==> config.mk <==
export PLATFORM = sky130hd
export DESIGN_NAME = mfp_ahb_avalon_bridge
export DESIGN_NICKNAME = d
export VERILOG_FILES = /design/src/rtl/mfp_ahb_avalon_bridge_pkg.sv /design/src/rtl/mfp_ahb_avalon_byteenable.sv /design/src/rtl/mfp_ahb_avalon_bridge.sv
export SDC_FILE = /design/constraint.sdc
export NUM_CORES = 1
export LEC_CHECK = 0
export CORE_AREA = 2 2 104 106
export CTS_CLUSTER_SIZE = 40
export DETAILED_ROUTE_END_ITERATION = 6
export DIE_AREA = 0 0 106 108
export PLACE_DENSITY = 0.79
export REMOVE_ABC_BUFFERS = 1
export SLEW_MARGIN = 20
export SYNTH_ARGS = -nofsm -noshare
export SYNTH_HDL_FRONTEND = slang
export SYNTH_SLANG_ARGS = --single-unit
==> constraint.sdc <==
create_clock -name HCLK -period 1.89 [get_ports HCLK]
set_input_delay 0.2835 -clock HCLK [delete_from_list [all_inputs] [get_ports HCLK]]
set_output_delay 0.2835 -clock HCLK [all_outputs]
set_load 0.005 [all_outputs]
==> src/rtl/mfp_ahb_avalon_bridge_pkg.sv <==
// Shared definitions for the AHB-Lite to Avalon-MM bridge: FSM state
// encodings, AHB transfer/size constants and the fixed Avalon burst length.
package mfp_ahb_avalon_bridge_pkg;

  typedef enum logic [2:0] {
    ST_IDLE      = 3'd0,
    ST_WRITE     = 3'd1,
    ST_READ_CMD  = 3'd2,
    ST_READ_WAIT = 3'd3,
    ST_RESP      = 3'd4
  } state_t;

  // Only bit 1 of HTRANS matters: NONSEQ/SEQ start a transfer, IDLE/BUSY do not.
  localparam int unsigned HTRANS_ACTIVE_BIT = 1;

  localparam logic [2:0] HSIZE_BYTE = 3'd0;
  localparam logic [2:0] HSIZE_HALF = 3'd1;

  // Every AHB transfer maps to exactly one single-beat Avalon command.
  localparam logic [2:0] AVM_BURSTCOUNT = 3'd1;

endpackage

==> src/rtl/mfp_ahb_avalon_byteenable.sv <==
// Maps an AHB transfer size and the low address bits to Avalon byte lanes.
module mfp_ahb_avalon_byteenable
  import mfp_ahb_avalon_bridge_pkg::*;
(
  input  logic [2:0] i_hsize,
  input  logic [1:0] i_addr_lo,
  output logic [3:0] o_byteenable
);

  // Byte selects one lane, halfword selects a lane pair, anything wider is a full word.
  always_comb begin
    case (i_hsize)
      HSIZE_BYTE: o_byteenable = 4'b0001 << i_addr_lo;
      HSIZE_HALF: o_byteenable = i_addr_lo[1] ? 4'b1100 : 4'b0011;
      default:    o_byteenable = 4'b1111;
    endcase
  end

endmodule

==> src/rtl/mfp_ahb_avalon_bridge.sv <==
// AHB-Lite slave to Avalon-MM master bridge for the LPDDR2 memory path.
// Each AHB transfer becomes one single-beat Avalon command; HREADYOUT stalls
// the AHB master until the command completes.
// Optional build macro MFP_AHB_AVALON_POSTED_WRITE_EN: writes are posted
// through a one-entry buffer; a transfer arriving while the buffer is busy is
// held and launched once the buffered write has been accepted.
module mfp_ahb_avalon_bridge
  import mfp_ahb_avalon_bridge_pkg::*;
#(
  parameter int ADDR_WIDTH = 27
) (
  input  logic                  HCLK,
  input  logic                  HRESETn,
  input  logic                  HSEL,
  input  logic [31:0]           HADDR,
  input  logic [1:0]            HTRANS,
  input  logic [2:0]            HSIZE,
  input  logic                  HWRITE,
  input  logic                  HREADY,
  input  logic [31:0]           HWDATA,
  output logic [31:0]           HRDATA,
  output logic                  HREADYOUT,
  output logic                  HRESP,
  input  logic                  avm_waitrequest,
  input  logic                  avm_readdatavalid,
  input  logic [31:0]           avm_readdata,
  output logic                  avm_read,
  output logic                  avm_write,
  output logic [ADDR_WIDTH-1:0] avm_address,
  output logic [3:0]            avm_byteenable,
  output logic [2:0]            avm_burstcount,
  output logic [31:0]           avm_writedata,
  output logic                  avm_begintransfer,
  output logic                  avm_beginbursttransfer
);

  state_t                r_state;
  state_t                w_next_state;
  logic                  w_accept;
  logic [3:0]            w_be;
  logic                  w_launch;
  logic                  w_launch_write;
  logic [ADDR_WIDTH-1:2] w_launch_addr;
  logic [3:0]            w_launch_be;
  logic                  w_rd_capture;
  logic [ADDR_WIDTH-1:2] r_addr;
  logic [3:0]            r_be;
  logic [31:0]           r_wdata;
  logic [31:0]           r_hrdata;
  logic                  r_avm_read;
  logic                  r_avm_write;
  logic                  r_begin;
  logic                  w_first_write_cycle;
  logic                  w_unused;

  assign w_accept = HSEL & HREADY & HTRANS[HTRANS_ACTIVE_BIT];

  // HTRANS[0] and the address bits above the Avalon window carry no information here.
  assign w_unused = ^{HTRANS[0], HADDR};

  mfp_ahb_avalon_byteenable u_byteenable (
    .i_hsize      (HSIZE),
    .i_addr_lo    (HADDR[1:0]),
    .o_byteenable (w_be)
  );

`ifdef MFP_AHB_AVALON_POSTED_WRITE_EN
  logic                  r_pend_valid;
  logic                  r_pend_write;
  logic [ADDR_WIDTH-1:2] r_pend_addr;
  logic [3:0]            r_pend_be;
  logic                  w_hold;

  // A held transfer always launches ahead of anything newer on the bus.
  assign w_launch_write = r_pend_valid ? r_pend_write : HWRITE;
  assign w_launch_addr  = r_pend_valid ? r_pend_addr  : HADDR[ADDR_WIDTH-1:2];
  assign w_launch_be    = r_pend_valid ? r_pend_be    : w_be;

  // The buffered write's data phase is already over; only a held transfer stalls the bus.
  assign HREADYOUT = (r_state == ST_IDLE) || (r_state == ST_RESP) ||
                     ((r_state == ST_WRITE) && !r_pend_valid);

  // Capture a transfer that arrives while the write buffer is still draining.
  always_ff @(posedge HCLK or negedge HRESETn) begin
    if (!HRESETn) begin
      r_pend_valid <= 1'b0;
      r_pend_write <= 1'b0;
      r_pend_addr  <= '0;
      r_pend_be    <= '0;
    end else if (w_hold) begin
      r_pend_valid <= 1'b1;
      r_pend_write <= HWRITE;
      r_pend_addr  <= HADDR[ADDR_WIDTH-1:2];
      r_pend_be    <= w_be;
    end else if (w_launch) begin
      r_pend_valid <= 1'b0;
    end
  end
`else
  assign w_launch_write = HWRITE;
  assign w_launch_addr  = HADDR[ADDR_WIDTH-1:2];
  assign w_launch_be    = w_be;

  assign HREADYOUT = (r_state == ST_IDLE) || (r_state == ST_RESP);
`endif

  // Next-state decode: launch commands, track Avalon handshakes, capture read data.
  always_comb begin
    // NOTE: every output of this block gets a default first so no path leaves
    // a variable unassigned, which would otherwise infer a latch.
    w_next_state = r_state;
    w_launch     = 1'b0;
    w_rd_capture = 1'b0;
`ifdef MFP_AHB_AVALON_POSTED_WRITE_EN
    w_hold       = 1'b0;
`endif
    case (r_state)
      ST_IDLE, ST_RESP: begin
        w_next_state = ST_IDLE;
        if (w_accept) begin
          w_launch     = 1'b1;
          w_next_state = w_launch_write ? ST_WRITE : ST_READ_CMD;
        end
      end
      ST_WRITE: begin
`ifdef MFP_AHB_AVALON_POSTED_WRITE_EN
        if (!avm_waitrequest) begin
          if (r_pend_valid || w_accept) begin
            w_launch     = 1'b1;
            w_next_state = w_launch_write ? ST_WRITE : ST_READ_CMD;
          end else begin
            w_next_state = ST_IDLE;
          end
        end else begin
          w_hold = w_accept;
        end
`else
        if (!avm_waitrequest) begin
          w_next_state = ST_RESP;
        end
`endif
      end
      ST_READ_CMD: begin
        if (!avm_waitrequest) begin
          if (avm_readdatavalid) begin
            w_rd_capture = 1'b1;
            w_next_state = ST_RESP;
          end else begin
            w_next_state = ST_READ_WAIT;
          end
        end
      end
      ST_READ_WAIT: begin
        if (avm_readdatavalid) begin
          w_rd_capture = 1'b1;
          w_next_state = ST_RESP;
        end
      end
      default: w_next_state = ST_IDLE;
    endcase
  end

  // State register plus registered command strobes and first-cycle pulse.
  always_ff @(posedge HCLK or negedge HRESETn) begin
    // NOTE: sequential state uses non-blocking assignments so every register
    // samples pre-edge values regardless of block evaluation order.
    if (!HRESETn) begin
      r_state     <= ST_IDLE;
      r_avm_read  <= 1'b0;
      r_avm_write <= 1'b0;
      r_begin     <= 1'b0;
    end else begin
      r_state     <= w_next_state;
      r_avm_read  <= (w_next_state == ST_READ_CMD);
      r_avm_write <= (w_next_state == ST_WRITE);
      r_begin     <= w_launch;
    end
  end

  // Command attributes are latched when a command launches and held until the next one.
  always_ff @(posedge HCLK or negedge HRESETn) begin
    if (!HRESETn) begin
      r_addr <= '0;
      r_be   <= '0;
    end else if (w_launch) begin
      r_addr <= w_launch_addr;
      r_be   <= w_launch_be;
    end
  end

  // HWDATA is only guaranteed in the first WRITE cycle, so it is passed through
  // then and held from a register for any waitrequest-extended cycles.
  assign w_first_write_cycle = r_begin & r_avm_write;

  // Hold write data past the AHB data phase.
  always_ff @(posedge HCLK or negedge HRESETn) begin
    if (!HRESETn) begin
      r_wdata <= '0;
    end else if (w_first_write_cycle) begin
      r_wdata <= HWDATA;
    end
  end

  // Read data register; keeps its value until the next read captures new data.
  always_ff @(posedge HCLK or negedge HRESETn) begin
    if (!HRESETn) begin
      r_hrdata <= '0;
    end else if (w_rd_capture) begin
      r_hrdata <= avm_readdata;
    end
  end

  assign HRDATA                 = r_hrdata;
  assign HRESP                  = 1'b0;
  assign avm_read               = r_avm_read;
  assign avm_write              = r_avm_write;
  assign avm_address            = {r_addr, 2'b00};
  assign avm_byteenable         = r_be;
  assign avm_burstcount         = AVM_BURSTCOUNT;
  assign avm_writedata          = w_first_write_cycle ? HWDATA : r_wdata;
  assign avm_begintransfer      = r_begin;
  assign avm_beginbursttransfer = r_begin;

endmodule

==> flow_summary.ini, run 1 <==
[outcome]
status = completed

[synth]
synth_cells = 238
synth_area_um2 = 3980
yosysSeqAreaShare_pct = 62.3
synth.area.top_cells = dfrtp_1, mux2_2, mux2_4
synth_most_common_cell = dfrtp_1
synth_top_area_cell = dfrtp_1
synth-async-reset-ratio_pct = 100
synth_cell_types = 25
synth_edf_count = 0
yosysWarnings = 0
synth_top_area_share_pct = 62.3
synth_top_cells_by_count = dfrtp_1, mux2_2, mux2_4
synth_ff_type = dfrtp_1
synth_seq_cells = 99
synth.avg_cell_area_um2 = 16.7

[pwr]
leakage_nw = 3.11
peakVddDrop_v = 0.000588
powerDensity_nw_per_um2 = 1260
totalPowerFinal_w = 0.00840

[die]
dieArea_um2 = 11400
die_y_um = 108
row_count = 37
die_w_um = 106
start_util_pct = 38.9
ios = 212
core-area_um2 = 10200

[sta]
setup_viol = 0
finalClockSkew_ns = 0.0161
rsz0062_at_grt = yes
hold_violations = 0
period_needed_ns = 1.88
fin_crit_sh_pct = 99.3
drv_slew = 0
worst_slack_ns = 0.0123
fmax_mhz = 533

[critical_path]
r2r_setup_slack_ns = 0.28
reg2regPathDepth = 5
r2r_start = r_state[1]
critical_path_class = flip-flop to output port
cp-startpoint = avm_beginbursttransfer
cp-start-kind = flip-flop
cp_max_fo = 8
regToRegEndpoint = r_addr[4]
critPathArrivalTime_ns = 1.59
cp-end-kind = output port
required_ns = 1.61
endpoint = avm_writedata[22]

[placed_design]
portBuffers = 199
place_ws_ns = 0.0684
place_congestion = 0.722
hpwl_mm = 6.67

[hold_path]
min_path_type = input port to async pin

[global_route]
gr-total-overflow = 0
grt_pass1_wl_mm = 15.4
antenna_found_initial = 0
grt_pass1_vias = 3026
grt_usage_pct = 17.2
grt_max_degree = 63

[clocking]
clockBufferDepth = 2
root_buffer = clkbuf_8
insertion_delay_ns = 0.36
clk_pin_slew_ns = 0.09
cts_sinks = 99
cts.htree.levels = 3
cts_tree = built
cts_made_buffers = 9

[final_layout]
nNetsFinal = 570
syn_to_final_growth_pct = 67.4
diodes = 0
drive_gt1_share_pct = 37.5

[routing]
vias_per_cell = 4.56
drt_first_pass_iters = 4
drc = 0
route.detailed.wl_per_inst_um = 16.4
vias = 2748
wl_mm = 9.88
dr.first_iter.drc_count = 78
postRouteAntennaNets = 0

[flow_run]
max-cap-violations = 0
timing repair:
item                                    in CTS  in global routing
endpoints found under the setup margin      32                 33
cloned                                       2                  0
pin swaps                                    1                  1
gates resized for setup                    182                  3
hold buffers                                 1                  0
buffers inserted                            16                  3
endpoints found under the hold margin        9                  0
flip-flops by register name (all words and copies together), names as in the netlist:
signal                  count
avm_byteenable              4
avm_beginbursttransfer      1
HRDATA                     32
avm_write                   1
avm_read                    1
r_addr                     25
r_wdata                    32
r_state                     3
cell usage in the layout, fill, tap and decap left out, drive strengths merged, types with 2 or more instances in the layout:
cell type,synthesis,routed
clkdlybuf4s50,0,166
dfrtp,99,99
mux2,93,93
buf,17,59
clkbuf,0,9
o21ai,7,7
conb,2,6
nor2,4,4
clkinvlp,0,3
inv,3,3
bufinv,0,2
clkinv,0,2
nand2b,2,2
per-stage QoR:
stage	instances	cell area, um^2	utilization (%)	TNS [ns]	hold WS, ns
after floorplan	225	3850	-	0	-0.0121
after global placement	567	6120	59.8	0	0.132
after detailed placement	567	6120	59.8	0	0.135
after CTS	602	6670	65.2	-1.80	0.280
after global routing	603	6660	65.1	-1.14	0.302
final	603	6660	65.1	0	0.309
critical path, stage by stage (launching register included):
cell     delay (ns)
dfrtp_1        0.41
nand2_4        0.12
buf_4          0.14
buf_16         0.13
mux2_4         0.31
buf_2          0.14
layer usage:
metal / GRT usage (%) / routed length [um] / up-vias / part of all wire, %
li1: - / - / 1262 / -
met2: 30.1 / 5230 / 110 / 53
met5: 0 / 0 / - / 0
met3: 4.58 / 516 / 9 / 5.2
met4: 5.08 / 98 / 0 / 0.99
met1: 21.0 / 4030 / 1367 / 41
layout make-up:
class                      instances  area, um^2
fill                             752        3570
timing repair buffer             226        2300
clock buffer                       9         124
clock inverter                     7        92.6
sequential                        99        2480
multi-input combinational        123        1490
inverter                           3        11.3
tap                              136         170
worst min-delay path by stage:
stage | startpoint | endpoint
after CTS | HRESETn | r_wdata[25]
after detailed placement | HRESETn | r_wdata[8]
after floorplan | HRESETn | HRDATA[0]
final | HRESETn | r_wdata[8]
after global routing | HRESETn | r_wdata[25]
after global placement | HRESETn | r_wdata[8]
cells by family (layout without fill, tap and decap cells):
kind of cell	after synthesis	after routing	share of synthesized area, %
AO/OA/AOI/OAI	12	12	1.70
flip-flops	99	99	62.3
multiplexers	93	93	29.2
AND/OR/NAND/NOR	12	12	2.71
buffers and inverters	20	245	3.96
other	2	6	0.189
power breakdown:
part | internal, W | switching (W) | total (W) | leakage, nW
Sequential | 0.00296 | 0.000418 | 0.00338 | 1.18
Clock | 0.000741 | 0.000725 | 0.00147 | 0.101
Combinational | 0.00257 | 0.000985 | 0.00356 | 1.83
Total | 0.00628 | 0.00213 | 0.00840 | 3.11
No activity file was read; power rests on OpenSTA's default activity.
==> inputs of run 2 (changes only) <==
PLACE_DENSITY = 0.77   (was 0.79)
==> flow_summary.ini, run 2 (synthesized netlist as in run 1, its figures left out) <==
[die]
core-area_um2 = 10200
ios = 212
dieArea_um2 = 11400
die_y_um = 108
die_w_um = 106
start_util_pct = 38.9
row_count = 37

[routing]
drt_first_pass_iters = 4
dr.first_iter.drc_count = 57
vias = 2816
postRouteAntennaNets = 0
drc = 0
route.detailed.wl_per_inst_um = 17.4
wl_mm = 10.5
vias_per_cell = 4.65

[final_layout]
layout_commonest_cell = clkdlybuf4s50_1
nNetsFinal = 572
regArea_um2 = 2480
drive_gt1_share_pct = 37.3
fillCellCount = 783
layout_common_cells = clkdlybuf4s50_1, dfrtp_1, mux2_4, mux2_2, buf_6
postLayoutCoreUtil_pct = 65.2
diodes = 0
syn_to_final_growth_pct = 67.7
multi_input_area_um2 = 1470
finish.instance_area_um2 = 6670

[critical_path]
cp_max_fo = 8
critPathTopFamily = buffers and inverters
cp-end-kind = output port
worstPathCellList = nand2_4 -> buf_6 -> buf_16 -> buf_6 -> mux2_4 -> buf_6
critical_path_buf_inv_count = 4
cp-start-kind = flip-flop
r2r_setup_slack_ns = 0.26
critical_path_class = flip-flop to output port
crit_top_cell = buf_6
regToRegEndpoint = r_addr[7]
r2r_start = r_state[1]
cp_slowest_cell = dfrtp_1
critPathMaxStageDelay_ns = 0.42
reg2regPathDepth = 5
required_ns = 1.61
critPathArrivalTime_ns = 1.64

[clocking]
clk_pin_slew_ns = 0.10
root_buffer = clkbuf_8
cts_tree = built
clockBufferDepth = 2
cts.htree.levels = 3
insertion_delay_ns = 0.35
cts_sinks = 99
cts_made_buffers = 9

[global_route]
grt_usage_pct = 18.0
grt_pass1_vias = 3023
antenna_found_initial = 0
gr-total-overflow = 0
grt_pass1_wl_mm = 15.8
grt_max_degree = 100

[pwr]
peakVddDrop_v = 0.000652
powerDensity_nw_per_um2 = 1260
leakage_nw = 3.11

[placed_design]
dpl-instance-area_um2 = 6120
portBuffers = 199
hpwl_mm = 7.02
place_ws_ns = 0.0528
place_congestion = 0.709

[outcome]
status = finished with violations
violations = setup timing

[sta]
rsz0062_at_grt = yes
worst_pin_slew_ns = 0.561
fmax_mhz = 520
fin_crit_sh_pct = 102
period_needed_ns = 1.92
finalClockSkew_ns = 0.0171
worst_slack_ns = -0.0345
setup_viol = 1
hold_violations = 0
tns_ns = -0.0345
max-slew-margin-rel_pct = 62.6
drv_slew = 0

[hold_path]
min_path_type = input port to async pin

[flow_run]
max-cap-violations = 0
-- run 2: worst register-to-register path, delay by kind of cell (launching register included) --
kind / cells / cell delay (ns)
multiplexers: 1 / 0.37
AND/OR/NAND/NOR: 2 / 0.35
flip-flops: 1 / 0.50
buffers and inverters: 2 / 0.31
-- run 2: area by class of cell --
class	count	area share, %
Clock inverter	5	0.563
Tap cell	136	2.55
Clock buffer	11	2.12
Timing Repair Buffer	228	35.4
Multi-Input combinational cell	123	22.0
Sequential cell	99	37.1
Inverter	3	0.169
-- run 2: stage by stage --
step	total power, W	cells	hold WS (ns)
after CTS	0.00816	598	0.502
after floorplan	0.00450	225	-0.0121
final	0.00837	605	0.474
after global placement	0.00665	567	0.384
after global routing	0.00883	605	0.518
after detailed placement	0.00677	567	0.387
-- run 2: timing repair --
action                                  4_1_cts  5_1_grt
buffers inserted                             11        7
endpoints found under the setup margin       32       32
hold buffers                                  1        0
endpoints found under the hold margin        48        0
pin swaps                                     1        0
resized for setup                           173       17
cloned                                        3        0
-- run 2: how the worst max path moves through the flow --
stage,from,endpoint,slack (ns),depth (start not counted)
after floorplan,avm_beginbursttransfer,avm_writedata[0],0.07,2
after global placement,avm_beginbursttransfer,avm_writedata[26],0.08,4
after detailed placement,avm_beginbursttransfer,avm_writedata[31],0.05,4
after CTS,avm_write,avm_writedata[26],-0.06,6
after global routing,avm_beginbursttransfer,avm_writedata[26],-0.11,6
final,avm_write,avm_writedata[26],-0.03,6
-- run 2: routing by layer --
layer	part of all wire [%]	GRT usage (%)	vias to the layer above
li1	-	-	1272
met1	40	22.0	1407
met4	1.3	5.55	0
met5	0	0	-
met3	6.1	4.46	12
met2	52	31.5	125
-- run 2: power by group --
group | internal, W | switching, W | total [W]
logic | 0.00269 | 0.00103 | 0.00372
clock network | 0.000521 | 0.000734 | 0.00126
registers | 0.00296 | 0.000433 | 0.00339
total | 0.00618 | 0.00220 | 0.00837
==> inputs of run 3 (changes only) <==
CORE_AREA = 2 2 103 105   (was 2 2 104 106)
CTS_BUF_LIST = sky130_fd_sc_hd__clkbuf_8   (was unset)
DIE_AREA = 0 0 105 107   (was 0 0 106 108)
PLACE_DENSITY = 0.79   (was 0.77)
==> flow_summary.ini, run 3 (synthesized netlist as in run 1, its figures left out) <==
[outcome]
status = completed

[final_layout]
multi_input_area_um2 = 1480
final-instance-count-excl-fill = 597
fillCellCount = 780
regArea_um2 = 2480
layout_commonest_cell = clkdlybuf4s50_1
drive_gt1_share_pct = 36.4
layout_common_cells = clkdlybuf4s50_1, dfrtp_1, mux2_4, mux2_2, buf_6
diodes = 0
finish.instance_area_um2 = 6560
nNetsFinal = 564
syn_to_final_growth_pct = 64.8

[sta]
tns_ns = 0
fmax_mhz = 531
hold_violations = 0
setup_viol = 0
rsz0062_at_grt = yes
fin_crit_sh_pct = 99.7
drv_slew = 0
period_needed_ns = 1.88
finalClockSkew_ns = 0.0135

[placed_design]
dp_cells = 567
dpl-instance-area_um2 = 6120
hpwl_mm = 7.12
place_congestion = 0.708
portBuffers = 199

[pwr]
leakage_nw = 3.07
powerDensity_nw_per_um2 = 1270
totalPowerFinal_w = 0.00835
peakVddDrop_v = 0.000666

[critical_path]
critical_path_buf_inv_count = 3
critPathArrivalTime_ns = 1.60
worstPathCellList = nand2_4 -> buf_6 -> buf_12 -> mux2_4 -> buf_6
cp-end-kind = output port
path_depth = 5
crit_top_cell = buf_6
critical_path_class = flip-flop to output port
cp-start-kind = flip-flop
reg2regPathDepth = 5
cp_slowest_cell = dfrtp_1
cp_max_fo = 8
critPathTopFamily = flip-flops
required_ns = 1.61
critPathMaxStageDelay_ns = 0.42

[flow_run]
max-cap-violations = 0

[die]
ios = 212
die_y_um = 107
row_count = 37
die_w_um = 105
core-area_um2 = 10100
dieArea_um2 = 11200
start_util_pct = 39.4

[global_route]
grt_pass1_vias = 3077
grt_usage_pct = 18.7
grt_max_degree = 47
gr-total-overflow = 0
grt_pass1_wl_mm = 16.2
antenna_found_initial = 0

[routing]
vias = 2762
postRouteAntennaNets = 0
wl_mm = 10.2
drc = 0
drt_first_pass_iters = 4
route.detailed.wl_per_inst_um = 17.1
vias_per_cell = 4.63
dr.first_iter.drc_count = 68

[clocking]
clk_pin_slew_ns = 0.09
clockBufferDepth = 2
cts_tree = built
cts.htree.levels = 3
cts_made_buffers = 9
insertion_delay_ns = 0.36
cts_sinks = 99
root_buffer = clkbuf_8

[hold_path]
min_path_type = input port to async pin
[run 3: changes by cell type in the layout (fill, tap and decap cells not counted), sizes merged]
cell,change
clkinv,-2
bufinv,+1
clkbuf,+4
buf,-11
[run 3: layout make-up]
cell class | instances | share of cell area, %
clock buffers | 12 | 2.52
clock inverters | 4 | 0.744
inverters | 3 | 0.172
multi-input cells | 123 | 22.6
flip-flops and latches | 99 | 37.8
well taps | 136 | 2.60
repair buffers | 220 | 33.6
[run 3: repair_timing]
item | in CTS | in global routing
gates cloned | 3 | 0
gates resized for setup | 176 | 10
pin swaps | 1 | 1
hold buffers | 1 | 0
endpoints found under the setup margin | 32 | 32
buffers inserted | 11 | 3
hold endpoints to repair | 33 | 0
[run 3: path summary, 6_finish.rpt]
| kind | startpoint | endpoint | slack [ns] |
|---|---|---|---|
| max | avm_beginbursttransfer | avm_writedata[24] | 0.006 |
| min | HRESETn | r_addr[25] | 0.42 |
| max reg2reg | r_state[1] | r_addr[20] | 0.26 |
| min reg2reg | r_wdata[18] | r_wdata[18] | 0.50 |
| max in group asynchronous | HRESETn | r_addr[20] | 0.82 |
| min in group HCLK | r_wdata[18] | r_wdata[18] | 0.50 |
[run 3: per-stage QoR]
stage / setup WS, ns / utilization [%] / hold WS (ns)
after floorplan: 0.0723 / - / -0.0121
after global placement: 0.0765 / 60.6 / 0.261
after detailed placement: 0.0572 / 60.6 / 0.265
after CTS: -0.0892 / 65.9 / 0.425
after global routing: -0.0676 / 65.0 / 0.453
final: 0.00641 / 65.0 / 0.416
[run 3: power breakdown]
part | internal, W | switching [W] | total, W
sequential | 0.00296 | 0.000437 | 0.00340
clock | 0.000717 | 0.000710 | 0.00143
combinational | 0.00254 | 0.000978 | 0.00352
[run 3: per-layer routing]
metal | part of all wire, % | global-route usage [%] | up-vias
met2 | 52 | 33.0 | 112
met5 | 0 | 0 | -
met3 | 6.0 | 4.19 | 11
li1 | - | - | 1253
met1 | 41 | 22.4 | 1386
met4 | 1.4 | 6.57 | 0
